<file path="config.mk">
export PLATFORM = sky130hd
export DESIGN_NAME = jogador_automatico_flat
export DESIGN_NICKNAME = d
export VERILOG_FILES = /design/src/rtl/jogador_automatico_if.sv /design/src/rtl/jogador_automatico.sv /design/src/flat_wrapper.sv
export SDC_FILE = /design/constraint.sdc
export NUM_CORES = 1
export LEC_CHECK = 0
export BUFFER_PORTS_ARGS = -buffer_cell sky130_fd_sc_hd__buf_2
export CELL_PAD_IN_SITES_DETAIL_PLACEMENT = 1
export CELL_PAD_IN_SITES_GLOBAL_PLACEMENT = 2
export CORE_MARGIN = 2
export CORE_UTILIZATION = 38
export CTS_BUF_LIST = sky130_fd_sc_hd__clkbuf_8
export DETAILED_ROUTE_END_ITERATION = 6
export MAX_ROUTING_LAYER = met4
export PLACE_DENSITY_LB_ADDON = 0.1
export SLEW_MARGIN = 30
export SYNTH_ARGS = -nofsm -noshare
export SYNTH_HDL_FRONTEND = slang
export SYNTH_SLANG_ARGS = --single-unit
</file>
<file path="constraint.sdc">
create_clock -name clock -period 4.15 [get_ports clock]
set_input_delay 0.6225 -clock clock [delete_from_list [all_inputs] [get_ports clock]]
set_output_delay 0.6225 -clock clock [all_outputs]
set_load 0.02 [all_outputs]
</file>
<file path="src/rtl/jogador_automatico_if.sv">
// Button-side bus between the automatic player and the game.
// slave = the bot (sees game requests, drives buttons); master = game/testbench side.
interface jogador_automatico_if;
    logic       habilita;
    logic [1:0] jogador_bot;
    logic [1:0] jogador_atual;
    logic       jogar_macro;
    logic       jogar_micro;
    logic [8:0] disponiveis;
    logic [8:0] botoes;
    logic       jogada_feita;
    logic       erro_sem_jogada;
    logic [3:0] db_estado;

    modport slave (
        input  habilita,
        input  jogador_bot,
        input  jogador_atual,
        input  jogar_macro,
        input  jogar_micro,
        input  disponiveis,
        output botoes,
        output jogada_feita,
        output erro_sem_jogada,
        output db_estado
    );

    modport master (
        output habilita,
        output jogador_bot,
        output jogador_atual,
        output jogar_macro,
        output jogar_micro,
        output disponiveis,
        input  botoes,
        input  jogada_feita,
        input  erro_sem_jogada,
        input  db_estado
    );
endinterface

</file>
<file path="src/rtl/jogador_automatico.sv">
// Automatic opponent: waits, scans for a free position from a pseudo-random start,
// then drives a registered one-hot press/release on the 9-bit button bus.
module jogador_automatico #(
    parameter int DELAY_CYCLES = 16,
    parameter int PULSE_CYCLES = 4
) (
    input  logic              clock,
    input  logic              reset,
    jogador_automatico_if.slave bus
);
    localparam int DW = (DELAY_CYCLES > 1) ? $clog2(DELAY_CYCLES) : 1;
    localparam int PW = (PULSE_CYCLES > 1) ? $clog2(PULSE_CYCLES) : 1;
    localparam logic [DW-1:0] DELAY_LAST = DW'(DELAY_CYCLES - 1);
    localparam logic [PW-1:0] PULSE_LAST = PW'(PULSE_CYCLES - 1);

    typedef enum logic [3:0] {
        IDLE       = 4'd0,
        ESPERA     = 4'd1,
        BUSCA      = 4'd2,
        PRESSIONA  = 4'd3,
        SOLTA      = 4'd4,
        SEM_JOGADA = 4'd5
    } estado_t;

    estado_t         r_estado_reg,  w_estado_next;
    logic [3:0]      r_sorteio_reg, w_sorteio_next;
    logic [DW-1:0]   r_delay_reg,   w_delay_next;
    logic [3:0]      r_idx_reg,     w_idx_next;
    logic [3:0]      r_scan_reg,    w_scan_next;
    logic [3:0]      r_sel_reg,     w_sel_next;
    logic [PW-1:0]   r_pulse_reg,   w_pulse_next;
    logic            r_fase_reg,    w_fase_next;
    logic [8:0]      r_botoes_reg,  w_botoes_next;

    logic            w_bot_valido;
    logic            w_req;
    logic            w_livre;
    logic [8:0]      w_idx_onehot;
    logic [8:0]      w_sel_onehot;

    // Codes other than 01/10 must never match the current player.
    assign w_bot_valido = (bus.jogador_bot == 2'b01) || (bus.jogador_bot == 2'b10);
    assign w_req = bus.habilita && (bus.jogar_macro || bus.jogar_micro) &&
                   w_bot_valido && (bus.jogador_atual == bus.jogador_bot);

    genvar gi;
    generate
        for (gi = 0; gi < 9; gi++) begin : g_decode
            assign w_idx_onehot[gi] = (r_idx_reg == 4'(gi));
            assign w_sel_onehot[gi] = (r_sel_reg == 4'(gi));
        end
    endgenerate

    assign w_livre = |(bus.disponiveis & w_idx_onehot);

    always_ff @(posedge clock) begin
        if (reset) begin
            r_estado_reg  <= IDLE;
            r_sorteio_reg <= '0;
            r_delay_reg   <= '0;
            r_idx_reg     <= '0;
            r_scan_reg    <= '0;
            r_sel_reg     <= '0;
            r_pulse_reg   <= '0;
            r_fase_reg    <= 1'b0;
            r_botoes_reg  <= '0;
        end else begin
            r_estado_reg  <= w_estado_next;
            r_sorteio_reg <= w_sorteio_next;
            r_delay_reg   <= w_delay_next;
            r_idx_reg     <= w_idx_next;
            r_scan_reg    <= w_scan_next;
            r_sel_reg     <= w_sel_next;
            r_pulse_reg   <= w_pulse_next;
            r_fase_reg    <= w_fase_next;
            r_botoes_reg  <= w_botoes_next;
        end
    end

    always_comb begin
        w_estado_next  = r_estado_reg;
        w_sorteio_next = (r_sorteio_reg == 4'd8) ? 4'd0 : r_sorteio_reg + 4'd1;
        w_delay_next   = r_delay_reg;
        w_idx_next     = r_idx_reg;
        w_scan_next    = r_scan_reg;
        w_sel_next     = r_sel_reg;
        w_pulse_next   = r_pulse_reg;
        w_fase_next    = r_fase_reg;
        w_botoes_next  = '0;

        case (r_estado_reg)
            IDLE: begin
                if (w_req) begin
                    w_fase_next   = bus.jogar_macro;
                    w_delay_next  = '0;
                    w_estado_next = ESPERA;
                end
            end
            ESPERA: begin
                if (!w_req) begin
                    w_estado_next = IDLE;
                end else if (r_delay_reg == DELAY_LAST) begin
                    w_idx_next    = r_sorteio_reg;
                    w_scan_next   = '0;
                    w_estado_next = BUSCA;
                end else begin
                    w_delay_next  = r_delay_reg + 1'b1;
                end
            end
            BUSCA: begin
                if (!w_req) begin
                    w_estado_next = IDLE;
                end else if (w_livre) begin
                    // Buttons are loaded on entry so they are high for every PRESSIONA cycle.
                    w_sel_next    = r_idx_reg;
                    w_botoes_next = w_idx_onehot;
                    w_pulse_next  = '0;
                    w_estado_next = PRESSIONA;
                end else if (r_scan_reg == 4'd8) begin
                    w_estado_next = SEM_JOGADA;
                end else begin
                    w_idx_next    = (r_idx_reg == 4'd8) ? 4'd0 : r_idx_reg + 4'd1;
                    w_scan_next   = r_scan_reg + 4'd1;
                end
            end
            PRESSIONA: begin
                if (r_pulse_reg == PULSE_LAST) begin
                    w_estado_next = SOLTA;
                end else begin
                    w_botoes_next = w_sel_onehot;
                    w_pulse_next  = r_pulse_reg + 1'b1;
                end
            end
            SOLTA: begin
                // A phase change (macro -> micro) releases without waiting for req to drop.
                if (!w_req || (bus.jogar_macro != r_fase_reg)) begin
                    w_estado_next = IDLE;
                end
            end
            SEM_JOGADA: begin
                if (!w_req) begin
                    w_estado_next = IDLE;
                end
            end
            default: begin
                w_estado_next = IDLE;
            end
        endcase
    end

    assign bus.botoes          = r_botoes_reg;
    assign bus.jogada_feita    = (r_estado_reg == PRESSIONA) && (r_pulse_reg == PULSE_LAST);
    assign bus.erro_sem_jogada = (r_estado_reg == SEM_JOGADA);
    assign bus.db_estado       = r_estado_reg;
endmodule
</file>
<file path="src/flat_wrapper.sv">
// flat-port wrapper written by rule: the top's interface ports become plain ports
module jogador_automatico_flat 
#(
    parameter int DELAY_CYCLES = 16,
    parameter int PULSE_CYCLES = 4
)
  (clock, reset, bus_habilita, bus_jogador_bot, bus_jogador_atual, bus_jogar_macro, bus_jogar_micro, bus_disponiveis, bus_botoes, bus_jogada_feita, bus_erro_sem_jogada, bus_db_estado);
  jogador_automatico_if bus_i ();
  input  logic clock;
  input  logic reset;
  input wire logic [$bits(bus_i.habilita)-1:0] bus_habilita;
  input wire logic [$bits(bus_i.jogador_bot)-1:0] bus_jogador_bot;
  input wire logic [$bits(bus_i.jogador_atual)-1:0] bus_jogador_atual;
  input wire logic [$bits(bus_i.jogar_macro)-1:0] bus_jogar_macro;
  input wire logic [$bits(bus_i.jogar_micro)-1:0] bus_jogar_micro;
  input wire logic [$bits(bus_i.disponiveis)-1:0] bus_disponiveis;
  output wire logic [$bits(bus_i.botoes)-1:0] bus_botoes;
  output wire logic [$bits(bus_i.jogada_feita)-1:0] bus_jogada_feita;
  output wire logic [$bits(bus_i.erro_sem_jogada)-1:0] bus_erro_sem_jogada;
  output wire logic [$bits(bus_i.db_estado)-1:0] bus_db_estado;
  assign bus_i.habilita = bus_habilita;
  assign bus_i.jogador_bot = bus_jogador_bot;
  assign bus_i.jogador_atual = bus_jogador_atual;
  assign bus_i.jogar_macro = bus_jogar_macro;
  assign bus_i.jogar_micro = bus_jogar_micro;
  assign bus_i.disponiveis = bus_disponiveis;
  assign bus_botoes = bus_i.botoes;
  assign bus_jogada_feita = bus_i.jogada_feita;
  assign bus_erro_sem_jogada = bus_i.erro_sem_jogada;
  assign bus_db_estado = bus_i.db_estado;
  jogador_automatico #(.DELAY_CYCLES(DELAY_CYCLES), .PULSE_CYCLES(PULSE_CYCLES)) u_core (.clock(clock), .reset(reset), .bus(bus_i));
endmodule
</file>
* Word level (Yosys, flattened, before mapping)
Cells that the tools add are included.
Operators by class: add/subtract/negate cells 5, equality and inequality tests 43, multiplexer cells 35, bitwise logic cells 1, reduce and logical (&&, ||, !) cells 22
Operators with widths (count):
- 4-bit two-way mux | 23
- 4-bit by 3-bit == test with 1-bit output, second input constant | 10
- 9-bit two-way mux | 3
- 4-bit by 2-bit == test with 1-bit output, second input constant | 6
- 4-bit one-hot mux with 2 select lines | 3
- 4-bit one-hot mux with 6 select lines | 1
- 4-bit == test, second input constant | 5
- 9-bit one-hot mux with 2 select lines | 1
- 4-bit by 1-bit adder with 4-bit output, second input constant | 4
- 2-bit by 1-bit inequality test with 1-bit output, second input constant | 7
- 4-bit by 1-bit == test with 1-bit output, second input constant | 3
- 4-bit zero test | 3
- 6-bit AND reduction | 2
- 2-bit inequality test, second input constant | 5
- 9-bit AND | 1
- 9-bit OR reduction | 1
- 4-bit AND reduction | 2
- 2-bit two-way mux | 3
- 2-bit nonzero test | 3
- 2-bit == test, second input constant | 2
- 1-bit logical AND | 4
- 4-bit inequality test, second input constant | 1
- 2-bit one-hot mux with 2 select lines | 1
- 1-bit logical OR | 3
- 9 further kinds | 9
Storage, ports and cells: flip-flop bits (word level) 36, bits of input ports 18

* Longest topological paths before layout
Gate-level depths: netlist of run 1.
depth in word-level cells 8, gate-level depth with buffers 8, gate-level depth less buffers 7

* Least setup slack after synthesis of run 1
No wires, ideal clock.
path type input to register, start point input port bus_jogador_atual[0], end point register u_core.r_idx_reg[1], library setup time 0.101 ns, arrival time 1.978 ns, slack 2.071 ns, cell stages on the path 6, path buffers 1, path through and4bb_2 > o211ai_4 > a2111o_1 > buf_6 > a221o_1 > o41ai_1
On the way: word-level cells in the longest chain between the ends 4
Ends and longest elaborated chain:
- start, declared | line flat_wrapper.sv:13 | input wire logic [$bits(bus_i.jogador_atual)-1:0] bus_jogador_atual;
- 2-bit == test (*) | line jogador_automatico.sv:44 | w_bot_valido && (bus.jogador_atual == bus.jogador_bot);
- 1-bit logical AND (*) | line jogador_automatico.sv:44
- 2-bit by 1-bit inequality test with 1-bit output (no source line)
- 6-bit AND reduction (no source line) (*)
- end signal, assigned | line jogador_automatico.sv:71 | r_idx_reg <= w_idx_next;
- end, declared | line jogador_automatico.sv:28 | logic [3:0] r_idx_reg, w_idx_next;
Mark *: on every way between the ends. The rest lies on a longest branch, timed or not. A chain may end at the register's enable or synchronous reset.

* Worst setup path after layout of run 1
start point register u_core.r_estado_reg[0] (netlist: u_core.bus.db_estado[0]), end point register u_core.r_pulse_reg[0]
On the way: word-level cells in the longest chain between the ends 3
Ends and longest elaborated chain:
- start, declared | line jogador_automatico.sv:25 | estado_t r_estado_reg, w_estado_next;
- start signal, assigned | line jogador_automatico.sv:68 | r_estado_reg <= w_estado_next;
- 4-bit by 2-bit == test with 1-bit output | line jogador_automatico.sv:91 | case (r_estado_reg)
- 2-bit inequality test (no source line), or another cell as far along
- 4-bit AND reduction (no source line)
- end signal, assigned | line jogador_automatico.sv:74 | r_pulse_reg <= w_pulse_next;
- end, declared | line jogador_automatico.sv:31 | logic [PW-1:0] r_pulse_reg, w_pulse_next;
Parallel ways exist; a longest one is shown, timed or not.

==> insert_results.sql, run 1 <==
INSERT INTO impl_metrics (metric_group, metric, value, unit) VALUES
('routing', 'drc', '0', ''),
('logic_synthesis', 'synthesis.yosys.warnings', '0', ''),
('timing', 'fin_worst_skew', '0.00574', 'ns'),
('setup_path', 'critical_path.top_delay_family', 'compound AO/OA/AOI/OAI gates', ''),
('global_route', 'grt_first_pass_wirelength', '9120', 'µm'),
('routing', 'detailedRoute.firstIterationViolations', '88', ''),
('finish', 'largest_register_ffs', '9', ''),
('floorplanning', 'floorplan.rows', '26', ''),
('logic_synthesis', 'syn_area', '2080', 'µm²'),
('routing', 'drt-pass1-iter-count', '4', ''),
('logic_synthesis', 'synth_compound_gate_area_share', '27.6', '%'),
('timing', 'final_critical_path_setup_slack', '1.72', 'ns'),
('place', 'place.gp.congestion', '0.792', ''),
('timing', 'grt_setup_unrepaired', 'false', ''),
('timing', 'achievable-frequency', '0.411', 'GHz'),
('clocking', 'clock_slew_seen_by_the_registers_of_the_worst_setup_and_hold_paths', '0.07', 'ns'),
('finish', 'post_route_cells_drive_above_1_share', '20.2', '%'),
('timing', 'finalCriticalPeriod', '2.43', 'ns'),
('routing', 'num_vias', '1876', ''),
('logic_synthesis', 'post_synth_inst_count', '238', ''),
('global_route', 'track_usage', '19.2', '%'),
('clocking', 'post_cts_resize_count', '0', ''),
('power', 'p_leak', '0.872', 'nW'),
('setup_path', 'worst_ep_arrival_time', '2.59', 'ns'),
('setup_path', 'worstSetupEndpointType', 'flop', ''),
('clocking', 'cts-root-to-sink-buffers', '2', ''),
('logic_synthesis', 'yosys.area_share.xor_xnor', '1.68', '%'),
('routing', 'route.antenna.remaining_nets', '0', ''),
('finish', 'regArea', '701', 'µm²'),
('finish', 'final_core_util', '45.2', '%'),
('clocking', 'post_cts_buffers', '0', ''),
('place', 'port_buffers', '31', ''),
('global_route', 'overflow', '0', ''),
('setup_path', 'critPathRequiredTime', '4.31', 'ns'),
('timing', 'report.final.slew_viol_count', '0', ''),
('setup_path', 'worst-path-buf-inv', '0', ''),
('finish', 'final_net_count', '289', ''),
('logic_synthesis', 'synth_most_common_cell', 'dfxtp_1', ''),
('setup_path', 'cp_slowest_cell', 'a211oi_2', ''),
('logic_synthesis', 'synth.top_cell.area_share', '33.6', '%'),
('logic_synthesis', 'ys_flop_type', 'dfxtp_1', ''),
('setup_path', 'cell_chain_critical_path', 'or3b_1 -> a211oi_2 -> nor2_1 -> o21ai_0 -> a21oi_1', ''),
('finish', 'multiInputGateArea', '1270', 'µm²'),
('setup_path', 'largest_fanout_of_any_net_on_the_critical_path', '23', ''),
('logic_synthesis', 'yosys.area.top_type', 'dfxtp_1', ''),
('finish', 'area.growth.synth_to_final', '12.9', '%'),
('logic_synthesis', 'synth-simple-area-share', '23.9', '%'),
('setup_path', 'startpoint_type_of_the_worst_setup_path', 'flop', ''),
('power', 'cellPowerDensity', '371', 'nW/µm²'),
('logic_synthesis', 'ys_top_cells_by_area', 'dfxtp_1 (34%), ha_1 (6.0%), a21oi_1 (4.1%)', ''),
('clocking', 'depth_of_the_cts_h_tree', '2', ''),
('floorplanning', 'floorplan.initialDensity', '40.0', '%'),
('flow_run', 'timing.max_cap.violations', '0', ''),
('routing', 'routed_wire_length', '5250', 'µm'),
('logic_synthesis', 'synth-edff-count', '0', ''),
('logic_synthesis', 'number_of_storage_elements_in_the_synthesis_netlist', '35', ''),
('logic_synthesis', 'dominant_combinational_cell_family_by_area_after_synthesis', 'compound AO/OA/AOI/OAI gates', ''),
('timing', 'slew_headroom', '42.9', '%'),
('logic_synthesis', 'asyncSetResetFlopFracSynth', '0', '%'),
('clocking', 'hold_buffers', '0', ''),
('timing', 'finalSetupViolCount', '0', ''),
('logic_synthesis', 'yosys.area_share.adder', '6.00', '%'),
('clocking', 'cts-root-buf', 'clkbuf_8', ''),
('timing', 'worstMarginPinSlew', '0.856', 'ns'),
('logic_synthesis', 'synth.mux.area_fraction', '1.50', '%'),
('status', 'run_status', 'finished clean', ''),
('timing', 'ratio_of_final_minimum_period_to_clock_period', '58.6', '%'),
('routing', 'wire_per_inst', '15.8', 'µm'),
('place', 'place_ws', '1.65', 'ns'),
('logic_synthesis', 'post_synth_most_frequent_cells', 'dfxtp_1 (35), a21oi_1 (17), nor2_1 (16)', ''),
('timing', 'totalNegativeSetupSlack', '0', 'ns');
## cell families (layout without fill, tap and decap cells)
kind of cell             count (synthesis)  in the layout
AO/OA/AOI/OAI                           75             75
XOR/XNOR                                 4              4
adder cells (fa/ha/maj)                 10             10
buffers and inverters                   26             50
flip-flops                              35             35
multiplexers                             3              3
other                                    1              1
AND/OR/NAND/NOR                         84             84
## worst paths after layout
check / start / to / slack [ns] / cells past startpoint
worst min register to register: u_core.r_pulse_reg[1] / u_core.r_pulse_reg[1] / 0.49 / 2
worst max register to register: u_core.bus.db_estado[0] / u_core.r_pulse_reg[0] / 1.72 / 5
worst max-delay path: u_core.bus.db_estado[0] / u_core.r_pulse_reg[0] / 1.72 / 5
worst min-delay path: u_core.r_pulse_reg[1] / u_core.r_pulse_reg[1] / 0.49 / 2
## worst reg2reg max path: cells and delay by family, from the launching register on
kind	cells	cell delay, ns
AOI/OAI and AO/OA	3	1.03
and+or+nand+nor	2	0.74
DFF	1	0.54
## stage by stage
stage	instances	hold WS, ns
finish	332	0.495
global route	332	0.539
CTS	332	0.497
detailed placement	324	0.485
global placement	324	0.473
floorplan	238	0.454
## final cells by class
| type | instances | share of cell area (%) |
|---|---|---|
| Multi-Input combinational cell | 177 | 53.9 |
| Sequential cell | 35 | 29.8 |
| Timing Repair Buffer | 31 | 6.59 |
| Clock buffer | 7 | 4.09 |
| Tap cell | 70 | 3.72 |
| Inverter | 11 | 1.75 |
| Clock inverter | 1 | 0.159 |
## cell usage in the layout (no fill, tap or decap), drive strengths merged, types with 3 or more instances in the layout
master and n:
nor3b 3, a211oi 6, a22oi 4, a21o 5, nand3 13, a221oi 4
nor3 6, nand3b 3, ha 10, xnor2 4, o211ai 3, clkbuf 7
o21ai 14, dfxtp 35, a311oi 3, nand2b 3, a21oi 18, nand2 14
buf 31, and3 5, nand4 6, inv 12, nor2 16
## power by group
part / switching [mW] / leakage (nW) / internal (mW)
Sequential: 0.0489 / 0.283 / 0.351
Clock: 0.125 / 0.0557 / 0.149
Combinational: 0.116 / 0.533 / 0.0826
## per-layer routing
metal	global-route usage, %	up-vias	routed length, µm
met2	28.4	22	2350
li1	-	943	-
met1	26.1	903	2680
met4	7.89	0	92
met3	3.10	8	134
met5	-	-	0
(Power assumes the default switching activity.)
==> inputs of run 2 (changes only) <==
--- a/config.mk
+++ b/config.mk
@@ -9,7 +9,7 @@
 export CELL_PAD_IN_SITES_DETAIL_PLACEMENT = 1
 export CELL_PAD_IN_SITES_GLOBAL_PLACEMENT = 2
 export CORE_MARGIN = 2
-export CORE_UTILIZATION = 38
+export CORE_UTILIZATION = 35
 export CTS_BUF_LIST = sky130_fd_sc_hd__clkbuf_8
 export DETAILED_ROUTE_END_ITERATION = 6
 export MAX_ROUTING_LAYER = met4
==> constraint.sdc (replaced) <==
create_clock -name clock -period 2.5 [get_ports clock]
set_input_delay 0.375 -clock clock [delete_from_list [all_inputs] [get_ports clock]]
set_output_delay 0.375 -clock clock [all_outputs]
set_load 0.02 [all_outputs]
==> insert_results.sql, run 2 (synthesized netlist as in run 1, its figures left out) <==
INSERT INTO impl_metrics (metric_group, metric, value, unit) VALUES
('clocking', 'cts-root-buf', 'clkbuf_8', ''),
('global_route', 'grt_first_pass_wirelength', '9160', 'µm'),
('finish', 'mostFrequentLayoutCell', 'dfxtp_1', ''),
('floorplanning', 'die_area', '6590', 'µm²'),
('finish', 'mostFrequentLayoutCells', 'dfxtp_1 (35), buf_2 (31), a21oi_1 (17)', ''),
('routing', 'detailedRoute.firstIterationViolations', '78', ''),
('setup_path', 'critPathRequiredTime', '2.72', 'ns'),
('clocking', 'clock_sink_count', '35', ''),
('floorplanning', 'design.core.area', '5850', 'µm²'),
('timing', 'achievable-frequency', '0.431', 'GHz'),
('routing', 'viasPerCell', '5.46', ''),
('place', 'port_buffers', '31', ''),
('floorplanning', 'die_x', '81.2', 'µm'),
('floorplanning', 'floorplan.rows', '28', ''),
('finish', 'post_route_cell_area', '2460', 'µm²'),
('setup_path', 'largest_fanout_of_any_net_on_the_critical_path', '7', ''),
('routing', 'drc', '0', ''),
('floorplanning', 'num_io_pins', '33', ''),
('place', 'placed_area', '2360', 'µm²'),
('timing', 'slew_headroom', '51.0', '%'),
('clocking', 'clkLatencyLatePin', '0.29', 'ns'),
('clocking', 'depth_of_the_cts_h_tree', '2', ''),
('power', 'peakVddDrop', '0.256', 'mV'),
('timing', 'hold_viol', '0', ''),
('floorplanning', 'floorplan.initialDensity', '35.6', '%'),
('routing', 'maxUsedRoutingLayer', 'met4', ''),
('routing', 'route.antenna.remaining_nets', '0', ''),
('routing', 'num_vias', '1918', ''),
('timing', 'finalSetupViolCount', '0', ''),
('clocking', 'hold_buffers', '0', ''),
('timing', 'totalNegativeSetupSlack', '0', 'ns'),
('power', 'cellPowerDensity', '614', 'nW/µm²'),
('finish', 'area.growth.synth_to_final', '18.2', '%'),
('global_route', 'overflow', '0', ''),
('timing', 'report.final.slew_viol_count', '0', ''),
('timing', 'ratio_of_final_minimum_period_to_clock_period', '92.9', '%'),
('finish', 'antenna_cells_inserted', '0', ''),
('power', 'p_leak', '0.946', 'nW'),
('timing', 'finalCriticalPeriod', '2.32', 'ns'),
('flow_run', 'timing.max_cap.violations', '0', ''),
('routing', 'detailed_routing_wirelength_on_met1', '2810', 'µm'),
('routing', 'met3_length', '132', 'µm'),
('timing', 'fin_worst_skew', '0.00504', 'ns'),
('setup_path', 'timing.setup.critical_path_class', 'reg2reg', ''),
('place', 'detailed_place_hpwl', '4170', 'µm'),
('global_route', 'grt_pass1_vias', '1790', ''),
('routing', 'wl_met2', '2500', 'µm'),
('global_route', 'track_usage', '18.7', '%'),
('clocking', 'cts-root-to-sink-buffers', '2', ''),
('place', 'place.gp.congestion', '0.708', ''),
('finish', 'post_route_cells_drive_above_1_share', '24.3', '%'),
('clocking', 'cts-buffers-inserted', '5', ''),
('clocking', 'tritoncts', 'done', ''),
('floorplanning', 'die_h', '81.2', 'µm'),
('clocking', 'clock_slew_seen_by_the_registers_of_the_worst_setup_and_hold_paths', '0.07', 'ns'),
('routing', 'routed_wire_length', '5500', 'µm'),
('setup_path', 'startpoint_type_of_the_worst_setup_path', 'flop', ''),
('routing', 'drt-pass1-iter-count', '4', ''),
('finish', 'largest_register_ffs', '9', ''),
('setup_path', 'worst_ep_arrival_time', '2.54', 'ns'),
('clocking', 'post_cts_buffers', '0', ''),
('status', 'run_status', 'finished clean', ''),
('timing', 'grt_setup_unrepaired', 'false', ''),
('setup_path', 'worstSetupEndpointType', 'flop', ''),
('global_route', 'largest_net_degree_at_the_start_of_global_routing', '25', ''),
('min_path', 'timing.hold.worst.class', 'in2reg', ''),
('routing', 'wire_per_inst', '15.7', 'µm'),
('clocking', 'post_cts_resize_count', '0', ''),
('global_route', 'number_of_antenna_violations_at_the_first_check_in_global_routing', '0', ''),
('timing', 'worstMarginPinSlew', '0.725', 'ns'),
('finish', 'final_net_count', '303', '');
[run 2: layer usage]
metal | vias to the layer above | GRT usage (%)
li1 | 969 | -
met1 | 927 | 25.2
met2 | 17 | 28.0
met3 | 5 | 3.67
met4 | 0 | 6.10
met5 | - | -
[run 2: final timing paths]
check                                            from                     to  slack, ns  depth (start not counted)
worst min register to register  u_core.r_pulse_reg[1]  u_core.r_pulse_reg[1]       0.50                          2
worst max-delay path              u_core.r_idx_reg[0]   u_core.bus.botoes[8]       0.18                          6
worst min-delay path                  bus_jogar_macro      u_core.r_fase_reg       0.38                          3
worst max register to register    u_core.r_idx_reg[0]   u_core.bus.botoes[8]       0.18                          6
[run 2: cell type report]
cell class	count	area (µm²)
clock inverter	1	3.75
tap	75	93.8
fill	732	3390
timing repair buffer	45	260
sequential	35	701
clock buffer	7	96.3
multi-input combinational	177	1270
inverter	11	41.3
[run 2: where the power goes]
part           switching, mW  internal, mW  total, mW
combinational          0.263         0.184      0.447
sequential            0.0297         0.583      0.613
clock                  0.207         0.248      0.454
[run 2: per-stage QoR]
stage	util, %	worst slack [ns]	instances	power [mW]	hold WS, ns
finish	42.1	0.177	351	1.51	0.379
global route	42.1	0.00350	351	1.61	0.394
CTS	42.1	0.176	351	1.53	0.366
detailed placement	40.4	0.206	343	1.07	0.489
global placement	40.4	0.204	343	1.07	0.472
floorplan	-	0.564	238	0.918	0.454
[run 2: critical path: stages, from the launching register on]
cell	delay (ns)
dfxtp_1	0.43
ha_1	0.34
a22oi_1	0.15
a221oi_2	0.50
a21oi_2	0.14
or4_1	0.56
a21oi_1	0.14
==> inputs of run 3 (changes only) <==
--- a/config.mk
+++ b/config.mk
@@ -5,15 +5,16 @@
 export SDC_FILE = /design/constraint.sdc
 export NUM_CORES = 1
 export LEC_CHECK = 0
-export BUFFER_PORTS_ARGS = -buffer_cell sky130_fd_sc_hd__buf_2
+export BUFFER_PORTS_ARGS = -buffer_cell sky130_fd_sc_hd__clkbuf_2
 export CELL_PAD_IN_SITES_DETAIL_PLACEMENT = 1
 export CELL_PAD_IN_SITES_GLOBAL_PLACEMENT = 2
-export CORE_MARGIN = 2
+export CORE_MARGIN = 5
 export CORE_UTILIZATION = 35
 export CTS_BUF_LIST = sky130_fd_sc_hd__clkbuf_8
 export DETAILED_ROUTE_END_ITERATION = 6
 export MAX_ROUTING_LAYER = met4
 export PLACE_DENSITY_LB_ADDON = 0.1
+export SKIP_CTS_REPAIR_TIMING = 1
 export SLEW_MARGIN = 30
 export SYNTH_ARGS = -nofsm -noshare
 export SYNTH_HDL_FRONTEND = slang
==> insert_results.sql, run 3 (synthesized netlist as in run 1, its figures left out) <==
INSERT INTO impl_metrics (metric_group, metric, value, unit) VALUES
('setup_path', 'timing.setup.critical_path_class', 'reg2reg', ''),
('flow_run', 'timing.max_cap.violations', '0', ''),
('routing', 'num_vias', '1926', ''),
('finish', 'number_of_cells_in_the_finished_layout_apart_from_fillers', '350', ''),
('power', 'power.share.combinational', '29.1', '%'),
('clocking', 'cts-buffers-inserted', '5', ''),
('finish', 'final_core_util', '42.3', '%'),
('clocking', 'clock_slew_seen_by_the_registers_of_the_worst_setup_and_hold_paths', '0.08', 'ns'),
('status', 'run_status', 'finished clean', ''),
('routing', 'route.antenna.remaining_nets', '0', ''),
('timing', 'totalNegativeSetupSlack', '0', 'ns'),
('global_route', 'grt_pass1_vias', '2032', ''),
('power', 'p_leak', '0.928', 'nW'),
('power', 'p_int', '1.01', 'mW'),
('setup_path', 'largest_fanout_of_any_net_on_the_critical_path', '11', ''),
('routing', 'detailedRoute.firstIterationViolations', '99', ''),
('min_path', 'timing.hold.worst.class', 'in2reg', ''),
('clocking', 'clkLatencyLatePin', '0.30', 'ns'),
('place', 'post-place-cells', '342', ''),
('floorplanning', 'die_h', '87.2', 'µm'),
('global_route', 'overflow', '0', ''),
('timing', 'worstMarginPinSlew', '0.561', 'ns'),
('timing', 'slew_headroom', '62.5', '%'),
('clocking', 'cts-root-to-sink-buffers', '2', ''),
('clocking', 'tritoncts', 'done', ''),
('timing', 'holdWs', '0.369', 'ns'),
('finish', 'mostFrequentLayoutCells', 'dfxtp_1 (35), clkbuf_2 (31), a21oi_1 (17)', ''),
('timing', 'final_critical_path_setup_slack', '0.260', 'ns'),
('routing', 'viasPerCell', '5.50', ''),
('timing', 'report.final.slew_viol_count', '0', ''),
('floorplanning', 'design.core.area', '5850', 'µm²'),
('finish', 'antenna_cells_inserted', '0', ''),
('place', 'place.gp.congestion', '0.752', ''),
('routing', 'wire_per_inst', '16.2', 'µm'),
('setup_path', 'critPathRequiredTime', '2.69', 'ns'),
('timing', 'hold_viol', '0', ''),
('floorplanning', 'floorplan.rows', '28', ''),
('finish', 'largest_register_ffs', '9', ''),
('power', 'total_switching_power', '0.515', 'mW'),
('timing', 'ratio_of_final_minimum_period_to_clock_period', '89.6', '%'),
('finish', 'post_route_cell_area', '2470', 'µm²'),
('power', 'power.sequential.fraction', '39.5', '%'),
('floorplanning', 'floorplan.initialDensity', '35.6', '%'),
('timing', 'finalCriticalPeriod', '2.24', 'ns'),
('floorplanning', 'num_io_pins', '33', ''),
('finish', 'post_route_cells_drive_above_1_share', '24.4', '%'),
('power', 'peakVddDrop', '0.217', 'mV'),
('place', 'place_ws', '0.236', 'ns'),
('timing', 'finalSetupViolCount', '0', ''),
('clocking', 'depth_of_the_cts_h_tree', '2', ''),
('timing', 'achievable-frequency', '0.446', 'GHz'),
('timing', 'grt_setup_unrepaired', 'false', ''),
('global_route', 'largest_net_degree_at_the_start_of_global_routing', '25', ''),
('place', 'placed_area', '2360', 'µm²'),
('setup_path', 'worst_ep_arrival_time', '2.43', 'ns'),
('routing', 'routed_wire_length', '5680', 'µm'),
('setup_path', 'worstSetupEndpointType', 'flop', ''),
('clocking', 'cts-root-buf', 'clkbuf_8', ''),
('finish', 'num-fill-cells', '705', ''),
('finish', 'mostFrequentLayoutCell', 'dfxtp_1', ''),
('timing', 'fin_worst_skew', '0.0104', 'ns'),
('global_route', 'number_of_antenna_violations_at_the_first_check_in_global_routing', '0', ''),
('power', 'cellPowerDensity', '615', 'nW/µm²'),
('global_route', 'track_usage', '16.7', '%'),
('power', 'switching_share', '33.9', '%'),
('place', 'port_buffers', '31', ''),
('floorplanning', 'die_x', '87.2', 'µm'),
('finish', 'final_net_count', '302', ''),
('power', 'clockPowerShare', '31.4', '%'),
('routing', 'drc', '0', ''),
('routing', 'drt-pass1-iter-count', '4', ''),
('finish', 'area.growth.synth_to_final', '18.6', '%'),
('setup_path', 'startpoint_type_of_the_worst_setup_path', 'flop', ''),
('place', 'detailed_place_hpwl', '4260', 'µm'),
('clocking', 'clock_sink_count', '35', ''),
('power', 'post-layout-total-power', '1.52', 'mW'),
('floorplanning', 'die_area', '7600', 'µm²'),
('global_route', 'grt_first_pass_wirelength', '9810', 'µm');
run 3: changes by cell type in the layout (fill, tap and decap cells not counted), sizes merged:
| cell | delta |
|---|---|
| buf | -32 |
| clkbuf | +31 |
| clkinvlp | +1 |
| inv | -1 |
run 3: final timing paths:
| path | from | endpoint | slack [ns] | cells past startpoint |
|---|---|---|---|---|
| worst max-delay path | u_core.r_idx_reg[1] | u_core.r_scan_reg[1] | 0.26 | 7 |
| worst min-delay path | bus_jogar_macro | u_core.r_fase_reg | 0.37 | 3 |
| worst max register to register | u_core.r_idx_reg[1] | u_core.r_scan_reg[1] | 0.26 | 7 |
| worst min register to register | u_core.r_fase_reg | u_core.r_fase_reg | 0.49 | 2 |
run 3: power groups by stage:
stage / combinational (mW) / sequential, mW / clock, mW
floorplan: 0.281 / 0.637 / 0
global placement: 0.447 / 0.614 / 0
detailed placement: 0.447 / 0.615 / 0
CTS: 0.448 / 0.601 / 0.492
global route: 0.494 / 0.606 / 0.514
finish: 0.442 / 0.601 / 0.477
run 3: layout make-up:
type	count	area, µm²	share of cell area [%]
clock inverter	1	7.51	0.304
timing repair buffer	44	253	10.2
inverter	11	41.3	1.67
clock buffer	7	96.3	3.90
sequential	35	701	28.3
tap	75	93.8	3.80
multi-input combinational	177	1280	51.8
run 3: routing by layer:
metal	up-vias	GRT usage [%]	part of all wire (%)
met5	-	-	0
met4	0	5.16	0.92
met3	4	3.12	2.4
met2	15	26.9	49
met1	941	21.3	48
li1	966	-	-
run 3: worst max-delay path, stage by stage (launching register included):
cell      delay [ns]
dfxtp_1         0.41
inv_1           0.11
ha_1            0.24
a21boi_0        0.32
a221oi_4        0.15
a2111o_1        0.47
and3_1          0.26
a21o_1          0.17
